File: src/rtl/button_debounce.sv
// Button conditioning: 2-flop synchronizer, per-button debounce counter, sticky press events.
// Optional sticky release events are enabled by defining BTN_RELEASE_EVT_EN.
module button_debounce #(
   parameter int unsigned NUM_BTN         = 8,
   parameter int unsigned CNT_WIDTH       = 20,
   parameter int unsigned DEBOUNCE_CYCLES = 500000
) (
   input  logic               clk,
   input  logic               rst_n,
   input  logic [NUM_BTN-1:0] btn_raw,
   input  logic               evt_clr,
   input  logic [NUM_BTN-1:0] evt_clr_mask,
   output logic [NUM_BTN-1:0] btn_level,
   output logic [NUM_BTN-1:0] btn_press,
   output logic [NUM_BTN-1:0] press_pulse
`ifdef BTN_RELEASE_EVT_EN
   ,
   output logic [NUM_BTN-1:0] btn_release
`endif
);

   localparam logic [CNT_WIDTH-1:0] CntMax = CNT_WIDTH'(DEBOUNCE_CYCLES - 1);

   logic [NUM_BTN-1:0]                sync1_q, sync2_q;
   logic [NUM_BTN-1:0][CNT_WIDTH-1:0] cnt_q, cnt_d;
   logic [NUM_BTN-1:0]                level_q, level_d;
   logic [NUM_BTN-1:0]                press_q, press_d;
   logic [NUM_BTN-1:0]                pulse_q, pulse_d;
   logic [NUM_BTN-1:0]                accept;
   logic [NUM_BTN-1:0]                rise;
   logic [NUM_BTN-1:0]                clr_bits;

   // A button's level flips only after sync2 has disagreed with it for DEBOUNCE_CYCLES cycles.
   always_comb begin
      accept = '0;
      cnt_d  = cnt_q;
      for (int unsigned i = 0; i < NUM_BTN; i++) begin
         if (sync2_q[i] == level_q[i]) begin
            cnt_d[i] = '0;
         end else if (cnt_q[i] == CntMax) begin
            cnt_d[i]  = '0;
            accept[i] = 1'b1;
         end else begin
            cnt_d[i] = cnt_q[i] + CNT_WIDTH'(1);
         end
      end
   end

   always_comb begin
      level_d  = level_q ^ accept;
      rise     = accept & sync2_q;
      clr_bits = evt_clr ? evt_clr_mask : '0;
      // Set has priority over a coincident clear so a new press is never lost.
      press_d  = (press_q & ~clr_bits) | rise;
      pulse_d  = rise;
   end

   always_ff @(posedge clk or negedge rst_n) begin
      if (!rst_n) begin
         sync1_q <= '0;
         sync2_q <= '0;
         cnt_q   <= '0;
         level_q <= '0;
         press_q <= '0;
         pulse_q <= '0;
      end else begin
         sync1_q <= btn_raw;
         sync2_q <= sync1_q;
         cnt_q   <= cnt_d;
         level_q <= level_d;
         press_q <= press_d;
         pulse_q <= pulse_d;
      end
   end

   assign btn_level   = level_q;
   assign btn_press   = press_q;
   assign press_pulse = pulse_q;

`ifdef BTN_RELEASE_EVT_EN
   logic [NUM_BTN-1:0] fall;
   logic [NUM_BTN-1:0] release_q, release_d;

   always_comb begin
      fall      = accept & ~sync2_q;
      release_d = (release_q & ~clr_bits) | fall;
   end

   always_ff @(posedge clk or negedge rst_n) begin
      if (!rst_n) begin
         release_q <= '0;
      end else begin
         release_q <= release_d;
      end
   end

   assign btn_release = release_q;
`else
   // Release edges only move btn_level; no event is recorded.
`endif

endmodule

File: config.mk
export PLATFORM = sky130hd
export DESIGN_NAME = button_debounce
export DESIGN_NICKNAME = d
export VERILOG_FILES = /design/src/rtl/button_debounce.sv
export SDC_FILE = /design/constraint.sdc
export NUM_CORES = 1
export LEC_CHECK = 0
export CAP_MARGIN = 20
export CELL_PAD_IN_SITES_DETAIL_PLACEMENT = 1
export CELL_PAD_IN_SITES_GLOBAL_PLACEMENT = 2
export CORE_ASPECT_RATIO = 0.6
export CORE_UTILIZATION = 40
export DETAILED_ROUTE_END_ITERATION = 6
export PLACE_DENSITY_LB_ADDON = 0.1
export SKIP_LAST_GASP = 1
export SLEW_MARGIN = 20
export SYNTH_ARGS = -nofsm -noshare
export SYNTH_HDL_FRONTEND = slang
export SYNTH_SLANG_ARGS = --single-unit
File: constraint.sdc
create_clock -name clk -period 2.7 [get_ports clk]
set_input_delay 0.27 -clock clk [delete_from_list [all_inputs] [get_ports clk]]
set_output_delay 0.27 -clock clk [all_outputs]
set_load 0.02 [all_outputs]
## Word level (Yosys, flattened, before mapping)

Cells that the tools add are included.

- Flip-flop bits (word level): 200
- Bits of input ports: 19
- Output and inout bits: 24
- Logic and storage cells: 75

- Add/subtract/negate cells: 8
- Equality and inequality tests: 16
- Mux-type cells: 33
- Bitwise logic cells: 5

Operator list:

| kind | number |
|---|---|
| $mux 20 | 16 |
| $add 20x1->20 const B | 8 |
| $eq 20x19->1 const B | 8 |
| $and 8x8->8 | 2 |
| $mux 1 | 16 |
| $eq 1x1->1 | 8 |
| $mux 8 | 1 |
| $not 8->8 | 1 |
| $or 8x8->8 | 1 |
| $xor 8x8->8 | 1 |

## Depth between registers and ports, before layout

- Depth in word-level cells: 5
- Gate-level depth with buffers: 7
- Mapped depth without buffers: 5

## Least setup slack after synthesis

Ideal clock, no wire load.

- Path type: register -> register
- Start: register cnt_q[80] (netlist name)
- End: register cnt_q[89] (netlist name)
- Arrival: 1773 ps
- Setup slack: 805 ps
- Stages on the path, launching flop included: 7
- Buffers on the path: 1
- Period minus slack after synthesis: 1895 ps
- Cells stage by stage: dfrtp_1 -> ha_1 -> nand4_1 -> or3_1 -> o21bai_2 -> buf_2 -> nor2_1

RTL lines:

| item | RTL line | text |
|---|---|---|
| start, declared | 25 | `logic [NUM_BTN-1:0][CNT_WIDTH-1:0] cnt_q, cnt_d;` |
| start signal, assigned | 69 | `cnt_q <= cnt_d;` |

==> metrics.txt <==
result of the run=complete, no violations; leading register cell type out of synthesis=dfrtp_1; overall global routing resource usage=19.6%; maximum level of the CTS H-tree=4; number of global-route vias before repair=7108; Tcrit/Tclk final=79.1%; maximum count of clock buffers along a single path=2; number of buffers inserted for hold repair after clock tree synthesis=1; GP Congestion=0.789; most area-hungry cell type in the Yosys netlist=dfrtp_1; number of diodes=0; Setup Skew=0.00903 ns; remaining antenna violation count after routing=0; sequential-to-total area share from yosys stat=52.5%; count of flip-flops with a built-in enable after synthesis=0; Max Clk Rate=468 MHz; data required time of the worst path=3.00 ns; clock-pin slew reported for the worst setup and hold paths after clock tree synthesis=0.07 ns; post-synthesis instance total=946; count of endpoints failing hold in the final timing report=0; Critical Path Sink Type=flip-flop; core footprint=23200 µm²; DIE HEIGHT=122 µm; static power due to leakage=4.30 nW; wire length of the first global-routing pass=38200 µm; Max-Cap Viols=0; post-cts resize count=0; max-slew violations=0; total length of routed wires=21900 µm; Setup-failing EPs final=0; clock tree from TritonCTS=yes; final critical-path required period=2.14 ns; power per standard cell area=549 nW/µm²; Row Count=43; post-route setup TNS=0 ns; drt first pass iters=4; maximum vdd ir drop=0.380 mV; Horiz. Die Dim=201 µm; Clock Root Buffer=clkbuf_16; transition at the pin with the smallest max-transition slack=0.644 ns; first-iteration detailed-routing DRC count=352; fraction of layout cells with a size suffix above 1=7.88%; Worst-Skew Late Latency=0.44 ns; TritonCTS Buffers=17; area share of the largest cell type after synthesis=52.5%; RSZ-0062 raised after global routing=no; distinct cell type count after synthesis=50; dominant cells by area after synthesis=dfrtp_1 (53%), xnor2_1 (8.4%), nor2_1 (6.1%); synthesized flop and latch total=200; count of vias placed by the detailed router=6997; classification of the worst setup path=reg -> reg; Avg WL per Cell=16.4 µm; mean area per synthesized cell=10.1 µm²; DP Wirelength=15400 µm; net count after synthesis=973; GRT Residual Overflow=0; Syn-to-layout area delta=15.6%; count of pins on the block boundary=43; filler instances=2590; number of buffers added on ports=42; die area=24500 µm²; number of sinks driven by the clock tree=200; antenna violations before repair=0; post-route DRC violation count=0; Crit path arrival time=2.44 ns; proportion of register bits with asynchronous set or reset after synthesis=100%; critical path launch point type=flip-flop; Initial Utilization=41.0%; Crit Path Max Fanout=16; post-synth design cell area=9530 µm²; buffers inserted during post-CTS setup optimization=0; nets=1029; Via density=5.26; headroom to the max-slew limit=56.7%; Worst Hold Class=in -> reg; pin count of the biggest net entering global routing=75; synth warn=0; total power draw=6.04 mW
## report_power, final
part           internal [mW]  total, mW  leakage [nW]  switching [mW]
clock network           1.60       2.74         0.306            1.14
logic                 0.0770      0.223          1.26           0.146
registers               3.04       3.08          2.74          0.0461
## cell usage in the layout, fill, tap and decap left out, types with 3 or more instances in the layout
cell / n
dfrtp_1: 200
nor2_1: 154
xnor2_1: 91
nand3_1: 59
nand2_1: 56
nand4_1: 50
clkdlybuf4s50_1: 41
nor4_1: 40
nor3_1: 36
inv_1: 33
xor2_1: 30
a21oi_1: 24
o21ai_0: 17
clkbuf_16: 17
buf_4: 13
or3_1: 12
nor4b_1: 11
or4_1: 11
mux2i_1: 10
o31ai_1: 9
and4_1: 8
mux2_2: 8
ha_1: 8
a31o_2: 6
and3_1: 5
nand2b_1: 5
nand4_2: 4
or2_2: 4
or4b_1: 4
a21o_1: 4
clkinv_2: 4
bufinv_16: 4
and2_1: 3
## stage by stage
stage	util, %	worst slack, ns	hold WS [ns]	area (µm²)	cells
6_report	47.4	0.564	0.266	11000	1330
5_1_grt	47.4	0.355	0.239	11000	1330
4_1_cts	47.4	0.557	0.238	11000	1330
3_5_place_dp	44.6	0.568	0.297	10400	1297
3_3_place_gp	44.6	0.614	0.294	10400	1297
2_1_floorplan	-	0.805	-0.0256	9530	946
## per-layer routing
metal / global-route usage (%) / share of wire (%)
met1: 31.8 / 58
met2: 25.6 / 38
met3: 3.96 / 3.0
met4: 5.16 / 0.99
met5: 0 / 0
## path summary, 6_finish.rpt
kind,depth (start not counted),slack (ns),startpoint,endpoint
max,4,0.56,cnt_q[50]$_DFF_PN0_,cnt_q[47]$_DFF_PN0_
min,1,0.27,btn_raw[1],sync1_q[1]$_DFF_PN0_
max reg2reg,4,0.56,cnt_q[50]$_DFF_PN0_,cnt_q[47]$_DFF_PN0_
min reg2reg,0,0.35,sync1_q[4]$_DFF_PN0_,sync2_q[4]$_DFF_PN0_
max in group asynchronous,3,1.57,rst_n,cnt_q[32]$_DFF_PN0_
min in group asynchronous,2,0.38,rst_n,cnt_q[72]$_DFF_PN0_
## logic make-up (layout without fill, tap and decap cells)
group | Yosys count | in the layout | share of synthesized area [%]
AOI/OAI and AO/OA | 67 | 67 | 4.35
xor gates and xnor gates | 121 | 121 | 11.1
adders and majority gates | 8 | 8 | 1.05
buffers and inverters | 54 | 123 | 2.50
DFF | 200 | 200 | 52.5
muxes | 18 | 18 | 2.00
and+or+nand+nor | 478 | 478 | 26.4
## cells in the mapped netlist, types with 5 or more instances
cell type	number
dfrtp_1	200
nor2_1	154
xnor2_1	91
nand3_1	59
nand2_1	56
nand4_1	50
nor4_1	40
nor3_1	36
inv_1	33
xor2_1	30
a21oi_1	24
o21ai_0	17
or3_1	12
nor4b_1	11
or4_1	11
mux2i_1	10
o31ai_1	9
and4_1	8
clkbuf_1	8
ha_1	8
mux2_2	8
a31o_2	6
buf_2	6
and3_1	5
buf_4	5
nand2b_1	5
## sequential cells by signal, indices dropped and copies added (netlist names), named ones only
signal       count
sync2_q          8
btn_press        8
press_pulse      8
sync1_q          8
cnt_q          160
## worst max-delay path: stages, from the launching register on
cell and delay, ns:
dfrtp_1 0.42, or4b_1 0.58, or3b_4 0.46, o21ai_4 0.43, nor2_1 0.11
## cell type report
| cell class | instances | area (µm²) | share of cell area, % |
|---|---|---|---|
| flip-flops and latches | 200 | 5000 | 45.5 |
| multi-input cells | 692 | 4280 | 38.9 |
| repair buffers | 58 | 573 | 5.21 |
| clock buffers | 20 | 457 | 4.15 |
| well taps | 315 | 394 | 3.58 |
| clock inverters | 12 | 173 | 1.57 |
| inverters | 33 | 124 | 1.13 |
Note: power is estimated with default switching activity, not from simulation.
